### src/rtl/i2c_arbiter.sv
// Two-requester arbiter in front of a shared I2C master: round-robin grant,
// latched transaction fields, two-cycle start strobe and per-phase timeout.
module i2c_arbiter #(
  parameter int unsigned TIMEOUT_CYC = 1023
) (
  input  logic        clk,
  input  logic        reset_n,
  input  logic [1:0]  req,
  input  logic [13:0] dev_addr_in,
  input  logic [15:0] reg_addr_in,
  input  logic [15:0] data_in,
  input  logic [1:0]  wr_rd_in,
  output logic [1:0]  grant,
  output logic [1:0]  done,
  output logic [1:0]  err,
  input  logic        i2c_busy,
  output logic        i2c_start,
  output logic [6:0]  i2c_addr,
  output logic [7:0]  i2c_reg,
  output logic [7:0]  i2c_data,
  output logic        i2c_wr_rd
);

  localparam int unsigned CW = ($clog2(TIMEOUT_CYC) > 10) ? $clog2(TIMEOUT_CYC) : 10;
  localparam logic [CW-1:0] CNT_LAST = CW'(TIMEOUT_CYC - 1);

  typedef enum logic [2:0] {
    IDLE, START1, START2, WAIT_BUSY, WAIT_DONE, RELEASE
  } state_t;

  state_t        state;
  logic [CW-1:0] cnt;
  logic          last_q;
  logic          win;

  // Contention goes to whoever was not served last; otherwise the sole requester.
  always_comb begin
    win = (req == 2'b11) ? ~last_q : req[1];
  end

  // err doubles as the timeout flag: it is only ever loaded alongside done
  // on entry to RELEASE and cleared the cycle after.
  always_ff @(posedge clk or negedge reset_n) begin
    if (!reset_n) begin
      state     <= IDLE;
      cnt       <= '0;
      last_q    <= 1'b1;
      grant     <= '0;
      done      <= '0;
      err       <= '0;
      i2c_start <= 1'b0;
      i2c_addr  <= '0;
      i2c_reg   <= '0;
      i2c_data  <= '0;
      i2c_wr_rd <= 1'b0;
    end else begin
      done <= '0;
      err  <= '0;
      case (state)
        IDLE: begin
          if (!i2c_busy && (req != '0)) begin
            state     <= START1;
            grant     <= win ? 2'b10 : 2'b01;
            last_q    <= win;
            i2c_start <= 1'b1;
            i2c_addr  <= win ? dev_addr_in[13:7] : dev_addr_in[6:0];
            i2c_reg   <= win ? reg_addr_in[15:8] : reg_addr_in[7:0];
            i2c_data  <= win ? data_in[15:8]     : data_in[7:0];
            i2c_wr_rd <= win ? wr_rd_in[1]       : wr_rd_in[0];
          end
        end
        START1: state <= START2;
        START2: begin
          state     <= WAIT_BUSY;
          i2c_start <= 1'b0;
          cnt       <= '0;
        end
        WAIT_BUSY: begin
          if (i2c_busy) begin
            state <= WAIT_DONE;
            cnt   <= '0;
          end else if (cnt == CNT_LAST) begin
            state <= RELEASE;
            cnt   <= '0;
            done  <= grant;
            err   <= grant;
          end else begin
            cnt <= cnt + CW'(1);
          end
        end
        WAIT_DONE: begin
          if (!i2c_busy) begin
            state <= RELEASE;
            cnt   <= '0;
            done  <= grant;
          end else if (cnt == CNT_LAST) begin
            state <= RELEASE;
            cnt   <= '0;
            done  <= grant;
            err   <= grant;
          end else begin
            cnt <= cnt + CW'(1);
          end
        end
        RELEASE: begin
          state <= IDLE;
          grant <= '0;
        end
        default: state <= IDLE;
      endcase
    end
  end

endmodule

### config.mk
export PLATFORM = sky130hd
export DESIGN_NAME = i2c_arbiter
export DESIGN_NICKNAME = d
export VERILOG_FILES = /design/src/rtl/i2c_arbiter.sv
export SDC_FILE = /design/constraint.sdc
export NUM_CORES = 1
export LEC_CHECK = 0
export ABC_AREA = 1
export ABC_CLOCK_PERIOD_IN_PS = 1400
export BUFFER_PORTS_ARGS = -buffer_cell sky130_fd_sc_hd__buf_4
export CORE_ASPECT_RATIO = 1.5
export CORE_UTILIZATION = 45
export DETAILED_ROUTE_END_ITERATION = 12
export PLACE_DENSITY = 0.76
export SKIP_LAST_GASP = 1
export SLEW_MARGIN = 10
export SYNTH_ARGS = -nofsm -noshare
export SYNTH_HDL_FRONTEND = slang
export SYNTH_SLANG_ARGS = --single-unit
export TNS_END_PERCENT = 30
### constraint.sdc
create_clock -name clk -period 1.4 [get_ports clk]
set_clock_uncertainty 0.05 [all_clocks]
set_input_delay 0 -clock clk [delete_from_list [all_inputs] [get_ports clk]]
set_output_delay 0 -clock clk [all_outputs]
set_load 0.01 [all_outputs]
==> impl_metrics.py <==
metrics = {
    "pwr": {
        "seqPwrFrac": 0.343,
        "combinationalPowerShare": 0.524,
        "powerDensity_nw_per_um2": 1570,
        "p_int_mw": 3.74,
        "peakVddDrop_mv": 1.20,
        "p_switching_mw": 2.58,
        "swShare": 0.408,
        "p_clk_frac": 0.133,
        "power.leakage_nw": 1.92,
    },
    "clock_network": {
        "cts_buffers": 5,
        "cts_tree": "yes",
        "root_buffer": "clkbuf_8",
        "clk_pin_slew_ns": 0.09,
        "cts.sink_count": 45,
        "clock_latency_ns": 0.30,
        "clk_path_buf_depth": 2,
        "htreeDepth": 2,
    },
    "detailed_routing": {
        "num_vias": 2617,
        "drt_iter0_drc": 74,
        "vias_per_cell": 5.15,
        "ant_nets": 0,
        "wl_per_cell_um": 16.0,
        "routed_wl_um": 8150,
        "drt-pass1-iter-count": 4,
        "drc": 0,
    },
    "synth": {
        "syn_area_sq_um": 2470,
        "synth_top_cell_area_share": 0.446,
        "async_flop_share": 1.00,
        "synth-edff-count": 0,
        "synth.distinct_cells": 35,
        "syn_inst": 281,
        "synth_nets": 336,
        "synth_area_leader_cell": "dfrtp_1",
        "avgSynthCellArea_sq_um": 8.79,
        "yosys-top-cells-area": "dfrtp_1, o21ai_2, nand2_1",
        "ys_seq_area_frac": 0.456,
        "synth_flop_cell": "dfrtp_1",
        "ys_warn_count": 0,
        "synth_seq_cells": 45,
    },
    "floorplan": {
        "die_h_um": 92.7,
        "coreArea_sq_um": 5200,
        "start_util": 0.475,
        "die_w_um": 62.5,
        "dieArea_sq_um": 5800,
        "rows": 32,
        "ios": 84,
    },
    "worst_setup_path": {
        "path_class": "register to register",
        "r2r-end": "i2c_addr[0]$_DFFE_PN0P_",
        "max_stage_delay_ns": 0.45,
        "reg2reg_depth": 6,
        "path_cells": "nor2_4 > nand2_4 > nor2_8 > inv_6 > nand2_1 > o21ai_1",
        "critPathMaxFanout": 27,
        "setup.reg_to_reg.worst_slack_ns": -0.04,
        "crit_required_ns": 1.54,
        "critPathArrivalTime_ns": 1.58,
        "cp-end-kind": "register",
        "crit_end": "i2c_addr[0]$_DFFE_PN0P_",
        "r2r-start": "state[1]$_DFFE_PN0P_",
        "critPathLaunchType": "register",
        "cp_slowest_cell": "dfrtp_2",
        "critPathLaunch": "state[1]$_DFFE_PN0P_",
    },
    "sta": {
        "hold_viol": 0,
        "timing.final.crit_share": 1.03,
        "slew_headroom": 0.609,
        "tns_ns": -0.215,
        "fin_ws_ns": -0.0379,
        "setup_viol": 12,
        "fin_crit_ns": 1.44,
        "maxSlewViolCount": 0,
        "tightestPinTransition_ns": 0.587,
        "hold_slack_ns": 0.0136,
        "grt_setup_unrepaired": "yes",
        "fmax_mhz": 695,
    },
    "global_routing": {
        "grt_start_max_net_pins": 46,
        "grt_pass1_wl_um": 12400,
        "antenna_found_initial": 0,
        "grt_pass1_vias": 2657,
        "overflow": 0,
        "globalRouteTotalUtil": 0.275,
    },
    "layout": {
        "layout_commonest_cell": "buf_4",
        "area_growth_pct": 63.4,
        "drive_above_1_share": 0.450,
        "mostFrequentLayoutCells": "buf_4, dlygate4sd3_1, nand2_1",
        "final_util": 0.775,
        "diodes": 0,
        "largest_reg_flops": 10,
        "nets": 494,
    },
    "outcome": {
        "status": "finished, violations left",
        "violations": "negative setup slack",
    },
    "placed_design": {
        "place_congestion": 0.877,
        "dpl.hpwl_um": 4390,
        "portBuffers": 83,
        "pre_cts_ws_ns": -0.101,
    },
    "min_path": {
        "hold_depth": 5,
        "hold_class": "primary input to register",
    },
    "run": {
        "cap_violations": 0,
    },
}
[final cells by class]
cell class | instances | area [sq um]
inverter | 24 | 97.6
timing repair buffer | 160 | 1390
sequential | 45 | 1130
tap | 68 | 85.1
fill | 320 | 1170
clock buffer | 8 | 90.1
multi-input combinational | 203 | 1240
[per-stage QoR]
| stage | instance area, sq um | total power, mW | instances |
|---|---|---|---|
| floorplan | 2470 | 3.77 | 281 |
| global placement | 3220 | 4.80 | 439 |
| detailed placement | 3220 | 4.87 | 439 |
| CTS | 3880 | 5.91 | 501 |
| global route | 4040 | 6.70 | 508 |
| finish | 4040 | 6.32 | 508 |
[how the worst min path moves through the flow]
stage / from / endpoint / slack (ns)
final: req[0] / state[0]$_DFFE_PN0P_ / 0.01
after global routing: req[0] / state[0]$_DFFE_PN0P_ / 0.06
after CTS: req[0] / state[0]$_DFFE_PN0P_ / 0.01
after detailed placement: reset_n / cnt[7]$_DFFE_PN0P_ / -0.005
after global placement: reset_n / i2c_reg[2]$_DFFE_PN0P_ / -0.003
after floorplan: reset_n / cnt[0]$_DFFE_PN0P_ / -0.35
[metal layers]
metal	vias to the layer above	GRT usage	part of all wire
met5	-	0	0
met4	0	0.124	0.028
met3	22	0.0468	0.055
met2	105	0.515	0.55
met1	1263	0.297	0.36
li1	1227	-	-
[Yosys cell counts (2+ instances only)]
cell type and count:
xor2_1 2, buf_12 2, nand2_1 49, buf_6 3, dfrtp_1 44, inv_2 3
inv_1 20, o21ai_2 28, o21ai_1 9, nor2_2 2, nand2_4 2, nor2_1 36
a31oi_1 2, ha_1 2, nand3b_1 2, o21ai_0 17, nand2_2 21, nand4_1 4
nand3_1 14, a21oi_1 2, nand3_2 3
[logic make-up after synthesis]
kind of cell,after synthesis,share of synthesized area
AND/OR/NAND/NOR,137,0.271
adder cells (fa/ha/maj),2,0.0101
AO/OA/AOI/OAI,62,0.177
flip-flops,45,0.456
XOR/XNOR,2,0.00709
buffers and inverters,33,0.0790
[timing repair]
| action | 4_1_cts | 5_1_grt |
|---|---|---|
| buffers inserted | 4 | 6 |
| hold endpoints to repair | 69 | 0 |
| hold buffers | 50 | 0 |
| cloned | 0 | 1 |
| endpoints found under the setup margin | 23 | 42 |
| pin swaps | 2 | 18 |
| resized for setup | 8 | 36 |
[power by group through the flow]
stage | combinational [mW] | clock [mW] | sequential, mW
after global routing | 3.58 | 0.900 | 2.22
after floorplan | 1.49 | 0 | 2.28
after CTS | 2.95 | 0.843 | 2.12
final | 3.31 | 0.839 | 2.17
after global placement | 2.69 | 0 | 2.11
after detailed placement | 2.74 | 0 | 2.13
[worst max-delay path: cells and delay by family (launching register included)]
| kind | cells | cell delay [ns] |
|---|---|---|
| buffers and inverters | 1 | 0.15 |
| flip-flops | 1 | 0.45 |
| AO/OA/AOI/OAI | 1 | 0.07 |
| AND/OR/NAND/NOR | 4 | 0.59 |
(Power assumes the default switching activity.)
